===== src/rtl/bus_arbiter.sv =====
// Round-robin bus arbiter with registered one-hot grant and combinational data mux.
// Ownership changes always pass through an idle cycle; the hold time is bounded by
// MAX_HOLD unless the owner asserts lock or is the only requester.
//
// state   | meaning
// S_IDLE  | no owner, gnt=0, picks the next winner from ptr onwards
// S_GRANT | owner holds the bus until release or preemption
module bus_arbiter #(
  parameter int NREQ       = 4,
  parameter int WIDTH      = 16,
  parameter int MAX_HOLD   = 8,
  localparam int OW        = (NREQ > 1) ? $clog2(NREQ) : 1
) (
  input  logic                  clk,
  input  logic                  rst,
  input  logic [NREQ-1:0]       req,
  input  logic [NREQ-1:0]       lock,
  input  logic [NREQ*WIDTH-1:0] data,
  output logic [NREQ-1:0]       gnt,
  output logic [OW-1:0]         owner,
  output logic                  busy,
  output logic [WIDTH-1:0]      out
);

  localparam int HW = (MAX_HOLD > 0) ? $clog2(MAX_HOLD + 1) : 1;
  localparam logic [HW-1:0] HOLD_TOP = HW'((MAX_HOLD > 0) ? MAX_HOLD - 1 : 0);

  localparam logic [0:0] S_IDLE  = 1'b0;
  localparam logic [0:0] S_GRANT = 1'b1;

  logic [0:0]    state;
  logic [OW-1:0] ptr;
  logic [HW-1:0] hold_cnt;

  logic          found;
  logic [OW-1:0] winner;
  logic [OW:0]   idx;
  logic          preempt;
  logic [OW-1:0] next_ptr;

  // Round-robin search: first set request starting at ptr, wrapping mod NREQ.
  always_comb begin
    found  = 1'b0;
    winner = '0;
    idx    = '0;
    for (int k = 0; k < NREQ; k++) begin
      idx = {1'b0, ptr} + (OW+1)'(k);
      if (idx >= (OW+1)'(NREQ)) idx = idx - (OW+1)'(NREQ);
      if (!found && req[idx[OW-1:0]]) begin
        found  = 1'b1;
        winner = idx[OW-1:0];
      end
    end
  end

  // Preemption needs a saturated hold count, no lock from the owner and another
  // waiting requester; gnt is one-hot of owner while granted.
  always_comb begin
    preempt  = (MAX_HOLD != 0) && (hold_cnt == HOLD_TOP) && !lock[owner] &&
               (|(req & ~gnt));
    next_ptr = (owner == OW'(NREQ - 1)) ? '0 : owner + 1'b1;
  end

  // Arbitration state, grant and hold counter.
  always_ff @(posedge clk) begin
    if (!rst) begin
      state    <= S_IDLE;
      gnt      <= '0;
      owner    <= '0;
      ptr      <= '0;
      hold_cnt <= '0;
    end else begin
      case (state)
        S_IDLE: begin
          if (found) begin
            state    <= S_GRANT;
            gnt      <= {{(NREQ-1){1'b0}}, 1'b1} << winner;
            owner    <= winner;
            hold_cnt <= '0;
          end
        end
        S_GRANT: begin
          if (!req[owner] || preempt) begin
            state <= S_IDLE;
            gnt   <= '0;
            ptr   <= next_ptr;
          end else if (hold_cnt != HOLD_TOP) begin
            hold_cnt <= hold_cnt + 1'b1;
          end
        end
        default: begin
          state <= S_IDLE;
          gnt   <= '0;
        end
      endcase
    end
  end

  // Bus mux driven straight from the registered grant, zero when nobody owns it.
  always_comb begin
    busy = |gnt;
    out  = '0;
    for (int i = 0; i < NREQ; i++) begin
      if (gnt[i]) out = data[i*WIDTH +: WIDTH];
    end
  end

endmodule

===== config.mk =====
export PLATFORM = sky130hd
export DESIGN_NAME = bus_arbiter
export DESIGN_NICKNAME = d
export VERILOG_FILES = /design/src/rtl/bus_arbiter.sv
export SDC_FILE = /design/constraint.sdc
export NUM_CORES = 1
export LEC_CHECK = 0
export BUFFER_PORTS_ARGS = -buffer_cell sky130_fd_sc_hd__buf_2
export CORE_ASPECT_RATIO = 1.1
export CORE_MARGIN = 2
export CORE_UTILIZATION = 30
export DETAILED_ROUTE_END_ITERATION = 7
export PLACE_DENSITY_LB_ADDON = 0.3
export SLEW_MARGIN = 5
export SYNTH_ARGS = -nofsm -noshare
export SYNTH_HDL_FRONTEND = slang
export SYNTH_SLANG_ARGS = --single-unit

===== constraint.sdc =====
create_clock -name clk -period 2.15 [get_ports clk]
set_input_delay 0.1075 -clock clk [delete_from_list [all_inputs] [get_ports clk]]
set_output_delay 0.1075 -clock clk [all_outputs]
set_load 0.03 [all_outputs]

# Word-level counts from Yosys, hierarchy flattened
# Index checks and enable logic that the tools add are counted.
word_totals:
  reg_bits: 13
  in_bits: 74
  out_inout_bits: 23
op_classes:
  add_sub_neg: 9
  magnitude_cmp: 9
  eq_ne: 7
  shift: 1
  n_mux: 39
  bitwise_logic: 3
  reduce_logical: 17
ops:
  columns: ["op", "n"]
  rows:
  - ["two-way mux 16 bit", 4]
  - ["two-way mux 4 bit", 5]
  - ["two-way mux 2 bit", 9]
  - ["case mux 4 bit (2 select lines)", 2]
  - ["< comparator 2 x 3 -> 1 bit (second input constant)", 5]
  - ["binary-select mux 1 bit (select 2 bit)", 6]
  - ["two-way mux 1 bit", 12]
  - [">= comparator 3 bit (second input constant)", 3]
  - ["OR reduction 4 bit", 2]
  - ["subtractor 2 x 1 -> 2 bit (second input constant)", 4]
  - ["adder 2 x 2 -> 3 bit (second input constant)", 2]
  - ["AND reduction 2 bit", 3]
  - ["logical AND 1 bit", 5]
  - ["zero test 1 bit", 5]
  - ["adder 4 x 1 -> 4 bit (second input constant)", 1]
  - ["bitwise AND 4 bit", 1]
  - ["== test 4 x 3 -> 1 bit (second input constant)", 1]
  - ["!= test 2 x 1 -> 1 bit (second input constant)", 2]
  - ["!= test 2 bit (second input constant)", 2]
  - ["!= test 4 x 3 -> 1 bit (second input constant)", 1]
  - ["NOT 4 bit", 1]
  - ["<< shifter 1 x 2 -> 4 bit (first input constant)", 1]
  - ["adder 2 x 1 -> 3 bit (second input constant)", 1]
  - [">= comparator 2 x 3 -> 1 bit (second input constant)", 1]
  - ["other kinds (6)", 6]

# Logic depth before layout (Yosys ltp)
# Gate-level depths: netlist of the first run.
logic_depth:
  depth_word: 17
  depth_mapped: 5
  mapped_depth_nobuf: 5

# Worst setup path after synthesis of the first run
# OpenSTA, ideal clock, no wires.
synth_timing:
  path_kind: "register to output"
  from: "register gnt[0]"
  to: "output port out[10]"
  arrival_ns: 2.070
  t_required_ns: 2.043
  setup_slack_ns: -0.028
  path_stages_with_launch: 6
  path_cell_list: "dfxtp_1 nor2b_1 clkbuf_1 clkbuf_1 a221oi_1 o31ai_1"
synth_via:
  elab_chain_len: 4
synth_lines:
  columns: ["element", "line_no", "rtl"]
  rows:
  - ["start, declared", "19", "output logic [NREQ-1:0] gnt,"]
  - ["start signal, assigned", "77", "gnt <= {{(NREQ-1){1'b0}}, 1'b1} << winner;"]
  - ["two-way mux 16 bit (4 in a row)", "104", "if (gnt[i]) out = data[i*WIDTH +: WIDTH];"]
  - ["end, declared", "22", "output logic [WIDTH-1:0] out"]
# Every way passes these cells.

# Final worst setup path of the first run
layout_timing:
  from: "register gnt[0]"
  to: "output port out[14]"
# The elaborated chain is that of the path after synthesis.

==> results of run 1 <==
[cells by family (layout without fill, tap and decap cells)]
group | count (synthesis) | count (layout)
mux | 5 | 5
simple gates | 74 | 74
fa+ha+maj | 2 | 2
buf+inv | 18 | 108
compound gates | 48 | 48
flops | 13 | 13
xor+xnor | 2 | 2
[worst register-to-register path, delay by kind of cell, from the launching register on]
family	cells	cell delay (ns)
flip-flops	1	0.46
multiplexers	2	0.81
AO/OA/AOI/OAI	1	0.54
[registers in the layout (all words and copies together), names as in the netlist]
| signal | flops |
|---|---|
| owner | 2 |
| state | 1 |
| ptr | 2 |
| gnt | 4 |
| hold_cnt | 4 |
[layer usage]
| layer | vias to the layer above | track usage |
|---|---|---|
| met2 | 77 | 0.298 |
| li1 | 803 | - |
| met4 | 0 | 0.0417 |
| met1 | 707 | 0.198 |
| met5 | - | 0 |
| met3 | 5 | 0.0298 |
[stage by stage]
stage	std cells	utilization	hold WS, ns
floorplan	162	-	0.288
global placement	300	0.457	0.475
detailed placement	300	0.457	0.482
CTS	304	0.469	0.225
global route	304	0.469	0.243
finish	304	0.469	0.221
[final timing paths]
path | end | slack [ns] | depth (start not counted)
max | out[14] | 0.25 | 5
min | ptr[1] | 0.22 | 3
max reg2reg | ptr[0] | 0.27 | 3
min reg2reg | hold_cnt[1] | 0.49 | 2
[final cells by class]
cell class                      instances  area share
Clock buffer                            4      0.0242
Tap cell                               52      0.0350
Inverter                                3     0.00606
Multi-Input combinational cell        131       0.516
Sequential cell                        13       0.140
Timing Repair Buffer                  101       0.279
[power groups by stage]
| stage | combinational, mW | clock, mW | sequential [mW] |
|---|---|---|---|
| 3_3_place_gp | 0.481 | 0 | 0.274 |
| 6_report | 0.482 | 0.227 | 0.270 |
| 3_5_place_dp | 0.483 | 0 | 0.275 |
| 4_1_cts | 0.485 | 0.225 | 0.269 |
| 5_1_grt | 0.521 | 0.233 | 0.271 |
| 2_1_floorplan | 0.306 | 0 | 0.287 |
[cell usage in the layout, fill, tap and decap left out, types with 4 or more instances in the layout]
cell type,count
buf_4,5
dfxtp_1,13
a221oi_1,16
or2_2,4
nor2_1,4
o31ai_2,10
o31ai_1,7
o32ai_1,4
nor2b_1,18
nand2_1,23
nand2b_1,6
a21oi_1,4
buf_2,96
nand4_1,5
nand3_1,7
==> summary.txt, run 1 <==
STA
  – Final hold violation count: 0
  – Setup violations, final: 0
  – Slew headroom: 0.677
  – Setup TNS: 0 ns
  – Max Slew Vio Count: 0
  – Min Tclk post-route: 1.90 ns
  – Peak Freq: 0.525 GHz
  – RSZ-0062 raised after global routing: false
  – Worst-margin pin slew: 0.483 ns
  – Worst Skew: 0.00696 ns
  – Setup ws final: 0.246 ns
  – Share of the clock period used by the worst path: 0.885

Critical path
  – Max incr delay on CP: roughly 0.38 ns
  – Crit path buf inv count: 2
  – Crit path cell chain: nor2b_1 > buf_4 > a221oi_1 > o31ai_1 > buf_2
  – Worst Path Arrival: 1.80 ns
  – Peak fanout along the critical path: 12
  – CP Launch Type: flop
  – Worst R2R Start: owner[0]
  – Crit. End Element: output port
  – CP Launch Point: gnt[0]
  – Critical path class: reg2out
  – Data required, critical path: 2.04 ns
  – Family with the most delay on the worst path: buffers and inverters
  – Crit-path slowest cell: dfxtp_1

Logic synthesis
  – Adder-cell area share of the yosys netlist: 0.0202
  – Largest family of logic cells by synthesized area: compound AO/OA/AOI/OAI gates
  – Share of the synthesized area in the top cell type: 0.211
  – Post-synth top area cell: dfxtp_1
  – Gate Count Post-Synth: 162
  – Mean instance size in the synthesized netlist: 7.63 um^2
  – Synth Register Bits: 13
  – Fraction of synthesis flops using an asynchronous set or reset pin: 0
  – Syn Nets: 238
  – Mux cell area share after synthesis: 0.0607
  – Commonest cells in the netlist: 23 x nand2_1, 18 x nor2b_1, 17 x o31ai_1
  – Top-count cell post-synth: nand2_1
  – Register area share after synthesis: 0.211
  – Yosys warnings: 0
  – Ys flop type: dfxtp_1
  – Post-Synth XOR/XNOR Area: 0.0142
  – Synth Area in Compound Gates: 0.324
  – Area contributors post-synth: dfxtp_1 21%, a221oi_1 11%, o31ai_1 10%
  – Simple-gate portion of the synthesized area: 0.316
  – Synthesized cell area: 1240 um^2
  – Distinct cells, synth: 31
  – Post-synth EDFFs: 0

Floorplanning
  – Die Ht: 71.3 um
  – Die width: 65.2 um
  – IO Count: 97
  – Starting Density: 0.312
  – CORE AREA: 3960 um^2
  – Cell Rows: 24
  – Die area: 4650 um^2

Route
  – WL met2: 1.95 mm
  – Met3 WL: about 420 um
  – Post-DR wirelength/cell: approximately 14 um
  – Routed vias/inst: ~5.2
  – Detailed Routing Iterations Pass 1: 4
  – DRC violations left: 0
  – DR top layer: met4
  – Final ANT Viol Nets: 0
  – Met1 WL: 1.71 mm
  – DR vias: about 1600
  – DR iter-0 viols: roughly 60
  – DRT Wirelength: 4.12 mm

Clock tree
  – Reg clk slew, reported paths: 0.06 ns
  – Post-cts repair resize count: 0
  – Clock sink count: 13
  – Setup Fix Bufs, Post-CTS: 0
  – Deepest clock path buffer count: 2
  – CTS tree: built
  – Clock latency on the worst-skew pair: around 0.25 ns
  – Hold Buf Count CTS: 0
  – H-Tree Depth: 1
  – Root Driver: clkbuf_8
  – CTS Buf Count: 3

Global route
  – Initial antenna violation count: 0
  – Global-route usage over all layers: 0.164
  – First-pass GRT wire length: 6.33 mm
  – Number of global-route vias before repair: 1437
  – GRT overflow: 0
  – Pin count of the biggest net entering global routing: 36

Min path
  – Hold Crit Class: in2reg
  – Hold wc startpoint: rst

Place
  – Gpl congestion: about 0.8
  – DP Area: around 1800 um^2
  – Pre-CTS setup slack: between 0.2 and 0.3 ns
  – # port buffers: 96
  – Post-DP HPWL: 3.11 mm

Pwr
  – Internal: 0.576 mW
  – Seq pwr share: 0.275
  – Switching fraction of total power: 0.411
  – Pwr Total: 0.979 mW
  – Clock share of power: 0.232
  – Worst VDD drop: between 0.3 and 0.4 mV
  – Comb pwr share: 0.493
  – Power per cell area: 527 nW/um^2
  – Cell leakage power: 0.875 nW
  – Switching power total: 0.403 mW

Finish
  – Share of cells above drive strength 1: 0.484
  – Nets@finish: 329
  – ANT cells: 0
  – Fill count: 394
  – Area grow syn2layout: 50.3%
  – Sequential cell area: between 200 and 300 um^2
  – Post-Layout Inst Area: between 1500 and 2000 um^2
  – Multi-input gate area: about 960 um^2

Outcome
  – Status: finished, final reports clean

Job
  – Max-cap violation count: 0
Note: power is estimated with default switching activity, not from simulation.
==> run 2, diff against run 1 <==
--- a/config.mk
+++ b/config.mk
@@ -8,7 +8,7 @@
 export BUFFER_PORTS_ARGS = -buffer_cell sky130_fd_sc_hd__buf_2
 export CORE_ASPECT_RATIO = 1.1
 export CORE_MARGIN = 2
-export CORE_UTILIZATION = 30
+export CORE_UTILIZATION = 40
 export DETAILED_ROUTE_END_ITERATION = 7
 export PLACE_DENSITY_LB_ADDON = 0.3
 export SLEW_MARGIN = 5
==> run 2 against run 1 <==
- clock skew decreased by 0.0052 ns
- non-clock buffer count decreased by 1
- register-to-register slack got worse by 0.02 ns
- final cell count decreased by 6.3%
- total power decreased by 8.0%
- hold slack got worse by 0.027 ns
- wire length decreased by 1.7%
- first-iteration DRC count increased by 95%
- cell area decreased by 2.5%
- critical path depth decreased by 1
- largest power group unchanged
- highest routed layer unchanged
==> summary.txt, run 2 (synthesized netlist as in run 1, its figures left out) <==
Clock tree
  – Post-cts repair resize count: 1 (+1)
  – Clock sink count: 13 (unchanged)
  – Reg clk slew, reported paths: 0.08 ns (+0.02 ns)
  – CTS Buf Count: 3 (unchanged)
  – H-Tree Depth: 1 (unchanged)
  – Clock latency on the worst-skew pair: 0.27 ns (+0.02 ns)
  – Hold Buf Count CTS: 0 (unchanged)
  – Deepest clock path buffer count: 2 (unchanged)
  – Setup Fix Bufs, Post-CTS: 0 (unchanged)
  – Root Driver: clkbuf_4
  – CTS tree: built

Critical path
  – Worst Path Arrival: 1.82 ns (+0.02 ns)
  – Peak fanout along the critical path: 16 (+4)
  – Data required, critical path: 2.04 ns (about the same)
  – FF-to-FF setup slack: 0.25 ns (-0.02 ns)
  – CP Launch Type: flop
  – Critical path class: reg2out
  – CP Launch Point: gnt[0]
  – Worst R2R Start: owner[0]
  – Crit. End Element: output port

Min path
  – Hold Crit Class: in2reg
  – Hold wc startpoint: rst

Route
  – Routed vias/inst: 5.67 (+8.3%)
  – Detailed Routing Iterations Pass 1: 4 (unchanged)
  – DR vias: 1616 (+1.5%)
  – DRC violations left: 0 (unchanged)
  – Post-DR wirelength/cell: 14.2 um (+4.8%)
  – DR iter-0 viols: 119 (+95%)
  – DRT Wirelength: 4.05 mm (-1.7%)
  – Final ANT Viol Nets: 0 (unchanged)

Finish
  – Area grow syn2layout: 46.6%
  – Largest registers: gnt x4, hold_cnt x4
  – Most frequent cells in the layout: 96 x buf_2, 23 x nand2_1, 17 x nor2b_1
  – Non-filler cells, final: 285 (-6.3%)
  – Commonest non-fill, non-tap cell in the layout: buf_2
  – Share of cells above drive strength 1: 0.486 (+0.00193)
  – Nets@finish: 328 (-0.30%)
  – ANT cells: 0 (unchanged)

Global route
  – Initial antenna violation count: 0 (unchanged)
  – Met2 GRT Util: 0.394 (+0.0955)
  – Pin count of the biggest net entering global routing: 36 (unchanged)
  – M3 GR Usage: 0.0438 (+0.0139)
  – First-pass GRT wire length: 6.49 mm (+2.5%)
  – Number of global-route vias before repair: 1375 (-4.3%)
  – Top Usage Layer GRT: met2
  – Grt met1 use: 0.271 (+0.0736)
  – Global-route usage over all layers: 0.220 (+0.0554)
  – GRT overflow: 0 (unchanged)

STA
  – RSZ-0062 raised after global routing: false
  – Max Slew Vio Count: 0 (unchanged)
  – Min Tclk post-route: 1.92 ns (+0.0207 ns)
  – Peak Freq: 0.520 GHz (-1.1%)
  – Setup TNS: 0 ns (unchanged)
  – Setup violations, final: 0 (unchanged)
  – Share of the clock period used by the worst path: 0.895 (+0.00962)
  – Slew headroom: 0.569 (-0.108)
  – Final hold violation count: 0 (unchanged)
  – Worst-margin pin slew: 0.644 ns (+0.161 ns)
  – Worst Skew: 0.00172 ns (-0.00525 ns)

Pwr
  – Switching power total: 0.386 mW (-4.2%)
  – Clock share of power: 0.167 (-0.065)
  – Switching fraction of total power: 0.428 (+0.0170)
  – Cell leakage power: 0.863 nW (-1.4%)
  – Seq pwr share: 0.301 (+0.026)
  – Comb pwr share: 0.532 (+0.039)
  – Power per cell area: 497 nW/um^2 (-5.6%)
  – Worst VDD drop: 0.388 mV (+9.1%)
  – Internal: 0.515 mW (-11%)
  – Pwr Total: 0.901 mW (-8.0%)

Outcome
  – Status: finished, final reports clean

Floorplanning
  – CORE AREA: 3000 um^2 (-24%)
  – Die Ht: 62.3 um (-13%)
  – Die area: 3550 um^2 (-24%)
  – Die width: 57.0 um (-13%)
  – Starting Density: 0.413 (+0.101)
  – IO Count: 97 (unchanged)
  – Cell Rows: 21 (-13%)

Place
  – Post-DP HPWL: 3.00 mm (-3.6%)
  – # port buffers: 96 (unchanged)
  – Placed insts: 281 (-6.3%)
  – Gpl congestion: 0.875 (+9.7%)

Job
  – Max-cap violation count: 0 (unchanged)
-- run 2: changes by cell type in the layout (fill, tap and decap cells not counted), sizes merged --
| cell | delta |
|---|---|
| buf | -1 |
-- run 2: per-stage QoR --
step | area, um^2 | setup WS (ns) | hold slack [ns] | utilization
after floorplan | 1290 | 0.0523 | 0.288 | -
after global placement | 1780 | 0.213 | 0.482 | 0.595
after detailed placement | 1780 | 0.178 | 0.478 | 0.595
after CTS | 1810 | 0.218 | 0.192 | 0.605
after global routing | 1810 | 0.0404 | 0.220 | 0.605
final | 1810 | 0.226 | 0.194 | 0.605
-- run 2: routing by layer --
metal  vias to the layer above  routed length, um
li1                        799                  -
met1                       743               1620
met2                        70               2080
met3                         4                337
met4                         0                 21
met5                         -                  0
-- run 2: path summary, 6_finish.rpt --
| kind | endpoint | cells past startpoint |
|---|---|---|
| worst max-delay path | out[1] | 4 |
| worst min register to register | hold_cnt[1] | 2 |
| worst min-delay path | hold_cnt[3] | 3 |
| worst max register to register | ptr[0] | 3 |
-- run 2: power by group through the flow --
stage	Sequential, mW	Clock [mW]	Combinational, mW
CTS	0.271	0.153	0.480
global route	0.273	0.163	0.517
finish	0.271	0.150	0.479
floorplan	0.287	0	0.306
global placement	0.275	0	0.473
detailed placement	0.276	0	0.476
-- run 2: final cells by class --
cell class | count | area [um^2]
timing repair buffer | 100 | 510
sequential | 13 | 260
tap | 34 | 42.5
fill | 289 | 1180
multi-input combinational | 131 | 961
clock buffer | 4 | 26.3
inverter | 3 | 11.3
-- run 2: critical path: stages, from the launching register on --
cell and delay [ns]:
dfxtp_1 0.33, nor2b_2 0.56, a221oi_1 0.17, o31ai_1 0.25
buf_2 0.24
==> run 3, diff against run 2 <==
--- a/config.mk
+++ b/config.mk
@@ -11,6 +11,7 @@
 export CORE_UTILIZATION = 40
 export DETAILED_ROUTE_END_ITERATION = 7
 export PLACE_DENSITY_LB_ADDON = 0.3
+export REMOVE_ABC_BUFFERS = 1
 export SLEW_MARGIN = 5
 export SYNTH_ARGS = -nofsm -noshare
 export SYNTH_HDL_FRONTEND = slang
==> run 3 against run 2 <==
- sequential power up 2%
- combinational power down 4%
- cell area down 2.5%
==> summary.txt, run 3 (synthesized netlist as in run 1, its figures left out) <==
Route
  – DRT Wirelength: 3.77 mm (-7.0%)
  – Routed vias/inst: 5.52 (-2.6%)
  – DRC violations left: 0 (unchanged)
  – DR vias: 1580 (-2.2%)
  – Post-DR wirelength/cell: 13.2 um (-7.3%)
  – Final ANT Viol Nets: 0 (unchanged)
  – DR iter-0 viols: 127 (+6.7%)
  – Detailed Routing Iterations Pass 1: 4 (unchanged)

Clock tree
  – Clock latency on the worst-skew pair: 0.28 ns (about the same)
  – Hold Buf Count CTS: 0 (unchanged)
  – CTS tree: built
  – CTS Buf Count: 3 (unchanged)
  – H-Tree Depth: 1 (unchanged)
  – Root Driver: clkbuf_4
  – Reg clk slew, reported paths: 0.08 ns (about the same)
  – Post-cts repair resize count: 0 (-1)
  – Clock sink count: 13 (unchanged)
  – Deepest clock path buffer count: 2 (unchanged)
  – Setup Fix Bufs, Post-CTS: 0 (unchanged)

Critical path
  – FF-to-FF setup slack: 0.31 ns (+0.06 ns)
  – Max incr delay on CP: 0.41 ns (-0.15 ns)
  – Crit-path slowest cell: dfxtp_1
  – Data required, critical path: 2.04 ns (about the same)
  – Worst Path Arrival: 1.73 ns (-0.09 ns)
  – Crit path buf inv count: 2 (+1)
  – R2r endpoint: ptr[0]
  – Critical path class: reg2out
  – R2r worst-path depth: 3 (unchanged)
  – Crit path cell chain: nor2b_1 > buf_4 > a221oi_1 > o31ai_1 > buf_2
  – Family with the most delay on the worst path: buffers and inverters
  – Peak fanout along the critical path: 9 (-7)
  – CP Launch Type: flop
  – Crit. End Element: output port
  – Worst R2R Start: owner[0]

Floorplanning
  – Cell Rows: 21 (unchanged)
  – IO Count: 97 (unchanged)
  – Die width: 57.0 um (unchanged)
  – Die area: 3550 um^2 (unchanged)
  – Starting Density: 0.413 (unchanged)
  – Die Ht: 62.3 um (unchanged)
  – CORE AREA: 3000 um^2 (unchanged)

Finish
  – Commonest non-fill, non-tap cell in the layout: buf_2
  – Share of cells above drive strength 1: 0.444 (-0.0416)
  – ANT cells: 0 (unchanged)
  – Post-Layout Inst Area: 1770 um^2 (-2.5%)
  – Most frequent cells in the layout: 96 x buf_2, 23 x nand2_1, 18 x nor2b_1
  – Area grow syn2layout: 42.9%
  – Nets@finish: 329 (+0.30%)
  – Share of the core filled with cells: 0.590 (-0.0150)
  – Largest registers: gnt x4, hold_cnt x4

STA
  – Setup TNS: 0 ns (unchanged)
  – RSZ-0062 raised after global routing: false
  – Slew headroom: 0.691 (+0.122)
  – Final hold violation count: 0 (unchanged)
  – Worst hold slack: 0.192 ns (-0.00253 ns)
  – Setup violations, final: 0 (unchanged)
  – Min Tclk post-route: 1.84 ns (-0.0860 ns)
  – Worst-margin pin slew: 0.462 ns (-0.182 ns)
  – Share of the clock period used by the worst path: 0.855 (-0.0400)
  – Max Slew Vio Count: 0 (unchanged)
  – Setup ws final: 0.312 ns (+0.0860 ns)
  – Peak Freq: 0.544 GHz (+4.7%)
  – Worst Skew: 0.00591 ns (+0.00419 ns)

Place
  – Gpl congestion: 0.855 (-2.3%)
  – Post-DP HPWL: 3.00 mm (about the same)
  – DP Area: 1740 um^2 (-2.4%)
  – # port buffers: 96 (unchanged)
  – Pre-CTS setup slack: 0.324 ns (+0.146 ns)

Min path
  – Hold-critical path depth: 3 (unchanged)
  – Hold wc startpoint: rst
  – Hold Path Sink: ptr[0]
  – Hold Crit Class: in2reg

Job
  – Max-cap violation count: 0 (unchanged)

Global route
  – M3 GR Usage: 0.0396 (-0.00417)
  – Pin count of the biggest net entering global routing: 36 (unchanged)
  – Global-route usage over all layers: 0.209 (-0.0106)
  – First-pass GRT wire length: 6.09 mm (-6.2%)
  – Initial antenna violation count: 0 (unchanged)
  – GRT overflow: 0 (unchanged)
  – Top Usage Layer GRT: met2
  – Number of global-route vias before repair: 1349 (-1.9%)
  – Met2 GRT Util: 0.359 (-0.0345)
  – Grt met1 use: 0.269 (-0.00212)

Outcome
  – Status: finished, final reports clean

Pwr
  – Worst VDD drop: 0.317 mV (-18%)
  – Power per cell area: 504 nW/um^2 (+1.4%)
  – Cell leakage power: 0.833 nW (-3.4%)
run 3: cell types whose count changed in the layout (fill, tap and decap cells not counted):
cell,delta
buf_4,+1
nor2b_1,+1
nor2b_2,-1
o31ai_1,+10
o31ai_2,-10
run 3: metal layers:
metal	wire [um]	part of all wire
met1	1690	0.45
met3	318	0.084
met5	0	0
met4	29	0.0077
met2	1730	0.46
run 3: worst max path at each step:
stage	from	endpoint	cells after the start
after floorplan	gnt[1]	out[0]	3
after global placement	owner[0]	ptr[1]	3
after detailed placement	owner[0]	ptr[0]	3
after CTS	gnt[0]	out[0]	5
after global routing	gnt[0]	out[0]	5
final	gnt[0]	out[0]	5
run 3: area by class of cell:
cell class	count	area [um^2]
fillers	294	1230
multi-input cells	131	908
repair buffers	101	518
flip-flops and latches	13	260
well taps	34	42.5
clock buffers	4	26.3
inverters	3	11.3
run 3: per-stage QoR:
step                instances  total power [mW]
global placement          282             0.743
global route              286             0.948
finish                    286             0.890
detailed placement        282             0.743
CTS                       286             0.902
floorplan                 147             0.566
run 3: tightest hold or removal path: stages:
cell and delay, ns:
buf_2 0.18, nand2_1 0.09, mux2i_1 0.05
run 3: report_power, final:
group	leakage [nW]	switching [mW]	internal, mW	total, mW
Combinational	0.712	0.278	0.183	0.460
Sequential	0.106	0.0213	0.255	0.276
Clock	0.0150	0.0822	0.0721	0.154
Total	0.833	0.381	0.509	0.890
